==> config.mk <==
export PLATFORM = sky130hd
export DESIGN_NAME = operand_stage_flat
export DESIGN_NICKNAME = d
export VERILOG_FILES = /design/src/rtl/operand_if.sv /design/src/rtl/operand_stage.sv /design/src/flat_wrapper.sv
export SDC_FILE = /design/constraint.sdc
export NUM_CORES = 2
export LEC_CHECK = 0
export CAP_MARGIN = 5
export CORE_ASPECT_RATIO = 1.75
export CORE_UTILIZATION = 28
export DETAILED_ROUTE_END_ITERATION = 10
export SYNTH_ARGS = -nofsm -noshare
export SYNTH_HDL_FRONTEND = slang
export SYNTH_SLANG_ARGS = --single-unit
==> constraint.sdc <==
create_clock -name i_clk -period 2.6 [get_ports i_clk]
set_clock_uncertainty 0.2 [all_clocks]
set_input_delay 0.26 -clock i_clk [delete_from_list [all_inputs] [get_ports i_clk]]
set_output_delay 0.26 -clock i_clk [all_outputs]
set_load 0.005 [all_outputs]
==> src/rtl/operand_if.sv <==
// Handshake and data bundle for the operand stage. The DUT takes the slave view,
// and whatever feeds it and consumes its outputs takes the master view.
interface operand_if #(
  parameter int XLEN = 32
);
  logic            i_valid;
  logic            o_ready;
  logic [4:0]      i_rs1;
  logic [4:0]      i_rs2;
  logic [4:0]      i_rd;
  logic [XLEN-1:0] i_imm;
  logic            i_use_imm;
  logic [3:0]      i_alu_ctrl;
  logic            i_flush;
  logic            i_we;
  logic [4:0]      i_waddr;
  logic [XLEN-1:0] i_wdata;
  logic            o_valid;
  logic            i_ready;
  logic [XLEN-1:0] o_a;
  logic [XLEN-1:0] o_b;
  logic [XLEN-1:0] o_rs2_data;
  logic [4:0]      o_rd;
  logic [3:0]      o_alu_ctrl;

  modport slave (
    input  i_valid, i_rs1, i_rs2, i_rd, i_imm, i_use_imm, i_alu_ctrl, i_flush,
    input  i_we, i_waddr, i_wdata, i_ready,
    output o_ready, o_valid, o_a, o_b, o_rs2_data, o_rd, o_alu_ctrl
  );

  modport master (
    output i_valid, i_rs1, i_rs2, i_rd, i_imm, i_use_imm, i_alu_ctrl, i_flush,
    output i_we, i_waddr, i_wdata, i_ready,
    input  o_ready, o_valid, o_a, o_b, o_rs2_data, o_rd, o_alu_ctrl
  );
endinterface

==> src/rtl/operand_stage.sv <==
// Operand fetch stage: register file with write-through bypass feeding a single
// output register slice with valid/ready handshake and flush.
module operand_stage #(
  parameter int XLEN = 32,
  parameter int NREG = 32
) (
  input  logic      i_clk,
  input  logic      i_rst,
  operand_if.slave  bus
);

  localparam int AW = 5;

  logic [XLEN-1:0] r_regs [NREG];

  logic [XLEN-1:0] w_rs1_data;
  logic [XLEN-1:0] w_rs2_data;
  logic [XLEN-1:0] w_opb;
  logic            w_ready;
  logic            w_accept;

  logic            r_vld_p1;
  logic [XLEN-1:0] r_a_p1;
  logic [XLEN-1:0] r_b_p1;
  logic [XLEN-1:0] r_rs2_p1;
  logic [AW-1:0]   r_rd_p1;
  logic [3:0]      r_alu_p1;

  // x0 reads as zero; a same-cycle writeback to a nonzero source wins over the array.
  function automatic logic [XLEN-1:0] read_port(
    input logic [AW-1:0]   addr,
    input logic            we,
    input logic [AW-1:0]   waddr,
    input logic [XLEN-1:0] wdata,
    input logic [XLEN-1:0] stored
  );
    if (addr == '0)
      return '0;
    if (we && (waddr == addr))
      return wdata;
    return stored;
  endfunction

  always_ff @(posedge i_clk) begin
    if (i_rst) begin
      for (int i = 0; i < NREG; i++)
        r_regs[i] <= '0;
    end else if (bus.i_we && (bus.i_waddr != '0)) begin
      r_regs[bus.i_waddr] <= bus.i_wdata;
    end
  end

  always_comb begin
    w_rs1_data = read_port(bus.i_rs1, bus.i_we, bus.i_waddr, bus.i_wdata, r_regs[bus.i_rs1]);
    w_rs2_data = read_port(bus.i_rs2, bus.i_we, bus.i_waddr, bus.i_wdata, r_regs[bus.i_rs2]);
    w_opb      = bus.i_use_imm ? bus.i_imm : w_rs2_data;
    w_ready    = !r_vld_p1 || bus.i_ready;
    w_accept   = bus.i_valid && w_ready && !bus.i_flush;
  end

  // ---- stage p0 -> p1: output register slice ----
  always_ff @(posedge i_clk) begin
    if (i_rst)
      r_vld_p1 <= 1'b0;
    else if (bus.i_flush)
      r_vld_p1 <= 1'b0;
    else if (w_ready)
      r_vld_p1 <= w_accept;
  end

  // Data only moves on accept, so a stalled instruction never sees later writebacks.
  always_ff @(posedge i_clk) begin
    if (i_rst) begin
      r_a_p1   <= '0;
      r_b_p1   <= '0;
      r_rs2_p1 <= '0;
      r_rd_p1  <= '0;
      r_alu_p1 <= '0;
    end else if (w_accept) begin
      r_a_p1   <= w_rs1_data;
      r_b_p1   <= w_opb;
      r_rs2_p1 <= w_rs2_data;
      r_rd_p1  <= bus.i_rd;
      r_alu_p1 <= bus.i_alu_ctrl;
    end
  end

  assign bus.o_ready    = w_ready;
  assign bus.o_valid    = r_vld_p1;
  assign bus.o_a        = r_a_p1;
  assign bus.o_b        = r_b_p1;
  assign bus.o_rs2_data = r_rs2_p1;
  assign bus.o_rd       = r_rd_p1;
  assign bus.o_alu_ctrl = r_alu_p1;

endmodule

==> src/flat_wrapper.sv <==
// flat-port wrapper written by rule: the top's interface ports become plain ports
module operand_stage_flat 
#(
  parameter int XLEN = 32,
  parameter int NREG = 32
)
  (i_clk, i_rst, bus_i_valid, bus_i_rs1, bus_i_rs2, bus_i_rd, bus_i_imm, bus_i_use_imm, bus_i_alu_ctrl, bus_i_flush, bus_i_we, bus_i_waddr, bus_i_wdata, bus_i_ready, bus_o_ready, bus_o_valid, bus_o_a, bus_o_b, bus_o_rs2_data, bus_o_rd, bus_o_alu_ctrl);
  operand_if #(.XLEN(XLEN)) bus_i ();
  input  logic i_clk;
  input  logic i_rst;
  input wire logic [$bits(bus_i.i_valid)-1:0] bus_i_valid;
  input wire logic [$bits(bus_i.i_rs1)-1:0] bus_i_rs1;
  input wire logic [$bits(bus_i.i_rs2)-1:0] bus_i_rs2;
  input wire logic [$bits(bus_i.i_rd)-1:0] bus_i_rd;
  input wire logic [$bits(bus_i.i_imm)-1:0] bus_i_imm;
  input wire logic [$bits(bus_i.i_use_imm)-1:0] bus_i_use_imm;
  input wire logic [$bits(bus_i.i_alu_ctrl)-1:0] bus_i_alu_ctrl;
  input wire logic [$bits(bus_i.i_flush)-1:0] bus_i_flush;
  input wire logic [$bits(bus_i.i_we)-1:0] bus_i_we;
  input wire logic [$bits(bus_i.i_waddr)-1:0] bus_i_waddr;
  input wire logic [$bits(bus_i.i_wdata)-1:0] bus_i_wdata;
  input wire logic [$bits(bus_i.i_ready)-1:0] bus_i_ready;
  output wire logic [$bits(bus_i.o_ready)-1:0] bus_o_ready;
  output wire logic [$bits(bus_i.o_valid)-1:0] bus_o_valid;
  output wire logic [$bits(bus_i.o_a)-1:0] bus_o_a;
  output wire logic [$bits(bus_i.o_b)-1:0] bus_o_b;
  output wire logic [$bits(bus_i.o_rs2_data)-1:0] bus_o_rs2_data;
  output wire logic [$bits(bus_i.o_rd)-1:0] bus_o_rd;
  output wire logic [$bits(bus_i.o_alu_ctrl)-1:0] bus_o_alu_ctrl;
  assign bus_i.i_valid = bus_i_valid;
  assign bus_i.i_rs1 = bus_i_rs1;
  assign bus_i.i_rs2 = bus_i_rs2;
  assign bus_i.i_rd = bus_i_rd;
  assign bus_i.i_imm = bus_i_imm;
  assign bus_i.i_use_imm = bus_i_use_imm;
  assign bus_i.i_alu_ctrl = bus_i_alu_ctrl;
  assign bus_i.i_flush = bus_i_flush;
  assign bus_i.i_we = bus_i_we;
  assign bus_i.i_waddr = bus_i_waddr;
  assign bus_i.i_wdata = bus_i_wdata;
  assign bus_i.i_ready = bus_i_ready;
  assign bus_o_ready = bus_i.o_ready;
  assign bus_o_valid = bus_i.o_valid;
  assign bus_o_a = bus_i.o_a;
  assign bus_o_b = bus_i.o_b;
  assign bus_o_rs2_data = bus_i.o_rs2_data;
  assign bus_o_rd = bus_i.o_rd;
  assign bus_o_alu_ctrl = bus_i.o_alu_ctrl;
  operand_stage #(.XLEN(XLEN), .NREG(NREG)) u_core (.i_clk(i_clk), .i_rst(i_rst), .bus(bus_i));
endmodule
==> results_dict.tcl <==
set metrics [dict create \
    avgSynthCellArea_sq_um 14.3 \
    fin_util 0.350 \
    tns_ns -0.0137 \
    yosys.area.top_type_share 0.522 \
    synth-edff-count 1024 \
    post-route-period-util 1.01 \
    startpoint_type "flop" \
    cts.sinks 1130 \
    core-area_sq_um 209000 \
    hold_violations 0 \
    cp-end-kind "flop" \
    cts-root-buf "clkbuf_16" \
    drt_iter0_drc 5602 \
    fin_nets 4716 \
    grt_pass1_vias 42200 \
    synth_seq_cells 1130 \
    netlist_area_sq_um 58900 \
    final_cells 7516 \
    cts_made_buffers 106 \
    drv_slew 0 \
    fmax_mhz 383 \
    clkTransAtPathRegs_ns 0.07 \
    grt_overflow 0 \
    criticalPathCategory "reg2reg" \
    min_to "u_core.bus.o_b[22]" \
    placed_area_sq_um 69300 \
    yosysWarnings 0 \
    num_vias 41900 \
    holdPathStages 4 \
    areaGrowthSynthToFinish_pct 24.4 \
    numPortBuffers 201 \
    synth_top_area_cell "edfxtp_1" \
    arrival_ns 3.06 \
    start_util 0.282 \
    cap_violations 0 \
    hold_ws_ns 0.0390 \
    r2r_setup_slack_ns -0.01 \
    clkLatencyLatePin_ns 0.76 \
    die_h_um 608 \
    hp-start "bus_i_imm[22]" \
    cp_max_fo 2 \
    final_common_cell "edfxtp_1" \
    required_ns 3.05 \
    synth_top_flop_cell "edfxtp_1" \
    min_period_ns 2.61 \
    grt_pass1_wl_um 328000 \
    routed_wl_um 239000 \
    synth.distinct_cells 58 \
    final_cell_mix "1024 x edfxtp_1, 994 x and2_1, 451 x mux4_2, 382 x buf_4, 242 x nand2_1" \
    die_area_sq_um 212000 \
    async_flop_share 0 \
    cts_tree "done" \
    die_w_um 349 \
    outcome "finished with violations" \
    placed_cells 7285 \
    min_path_type "in2reg" \
    postRouteAntennaNets 0 \
    slew_headroom 0.334 \
    rsz0062_at_grt "false" \
    antenna_found_initial 23 \
    syn-instance-count 4129 \
    design_area_sq_um 73200 \
    powerDensity_nw_per_um2 605 \
    yosys-top-cells-area "edfxtp_1 52%, mux4_2 17%, and2_1 11%" \
    layout-drive-gt1-share 0.298 \
    worst_pin_slew_ns 0.996 \
    io_pins 202 \
    setup_violations 1 \
    violations "negative setup slack" \
    clk_path_buf_depth 3 \
    cts_htree_levels 3 \
    leakagePower_nw 25.4 \
    rows 222 \
    grt_max_degree 83 \
    rr_endpoint "u_core.bus.o_b[31]" \
    wl_per_cell_um 31.8 \
    via_per_inst 5.57 \
    dp_hpwl_um 169000 \
    synth_seq_area_share 0.559 \
    peakVddDrop_v 0.000526 \
    track_usage 0.221 \
    drc 0 \
    reg2reg_depth 6 \
    gp_congestion 0.926 \
    dr.pass1.iters 7 \
    postLayoutSetupSlackWorst_ns -0.0137 \
    r2r-start "u_core.r_regs[10][31]" \
]
## power by group
part | switching (mW) | leakage, nW | total [mW] | internal (mW)
logic | 3.48 | 13.1 | 6.48 | 3.00
clock network | 7.39 | 1.72 | 16.3 | 8.91
registers | 0.665 | 10.6 | 21.5 | 20.8
## per-stage QoR
stage / power (mW) / worst slack [ns]
after global placement: 28.1 / -0.756
final: 44.2 / -0.0137
after global routing: 45.2 / 0.00389
after floorplan: 24.7 / 0.280
after detailed placement: 28.2 / -0.782
after CTS: 44.3 / 0.0344
## worst max-delay path by stage
stage / from / to / slack (ns) / cells after the start
after floorplan: bus_i_waddr[2] / u_core.r_regs[4][0] / 0.28 / 4
after global placement: bus_i_rs2[1] / u_core.bus.o_b[30] / -0.76 / 8
after detailed placement: bus_i_rs2[1] / u_core.bus.o_b[30] / -0.78 / 8
after CTS: u_core.r_regs[10][31] / u_core.bus.o_b[31] / 0.03 / 6
after global routing: u_core.r_regs[15][31] / u_core.bus.o_b[31] / 0.004 / 6
final: u_core.r_regs[10][31] / u_core.bus.o_b[31] / -0.01 / 6
## routing by layer
| layer | track usage | share of wire | routed length (um) |
|---|---|---|---|
| met1 | 0.251 | 0.34 | 82100 |
| met2 | 0.369 | 0.48 | 115000 |
| met3 | 0.0408 | 0.089 | 21300 |
| met4 | 0.161 | 0.086 | 20600 |
| met5 | 0 | 0.00031 | 74 |
## cells by family after synthesis
| logic type | after synthesis | share of synthesized area |
|---|---|---|
| and+or+nand+nor | 1444 | 0.141 |
| other | 1 | 0.0000637 |
| DFF | 1130 | 0.559 |
| AOI/OAI and AO/OA | 458 | 0.0574 |
| xor gates and xnor gates | 10 | 0.00149 |
| buffers and inverters | 443 | 0.0337 |
| muxes | 643 | 0.208 |
## synth_stat cells (3+ instances only)
cell	n
inv_1	3
o21ai_1	5
nand3_1	37
buf_2	75
a21oi_1	12
o31ai_1	31
buf_1	6
and2_1	995
clkbuf_1	306
buf_6	8
dfxtp_1	106
o21ai_0	60
nor3_1	3
a311oi_1	30
or2_2	31
nand4_1	4
o22ai_1	31
or3_1	3
mux4_2	451
nor2b_1	6
o211ai_1	61
xnor2_1	6
buf_4	43
nand2_1	243
edfxtp_1	1024
nor2_1	70
xor2_1	4
a22oi_1	125
or3b_2	4
a221oi_1	61
mux2i_1	70
nand3b_1	34
mux2_2	120
a32oi_1	32
## cell type report
class	count	area, sq um
well taps	2800	3500
multi-input cells	2587	24400
clock inverters	66	682
clock buffers	131	2880
inverters	4	15.0
fillers	20100	136000
repair buffers	792	8810
diodes	6	15.0
flip-flops and latches	1130	32900
## flip-flops by register name, indices dropped and copies added, names as in the netlist
signal,flops
u_core.bus.o_alu_ctrl,4
u_core.bus.o_valid,1
u_core.bus.o_a,32
u_core.r_regs,1024
u_core.bus.o_rd,5
u_core.bus.o_rs2_data,32
u_core.bus.o_b,32
## critical path, cell delays in order (launching register included)
cell       delay [ns]
edfxtp_1         0.41
mux4_2           0.48
mux2i_1          0.16
buf_4            0.14
o2111ai_1        0.40
and4_1           0.40
a311o_1          0.31
## what timing repair did
item,CTS,global route
resized for setup,0,0
setup buffers,1,0
hold endpoints to repair,46,0
hold buffers,27,0
endpoints found under the setup margin,2,0
No activity file was read; power rests on OpenSTA's default activity.
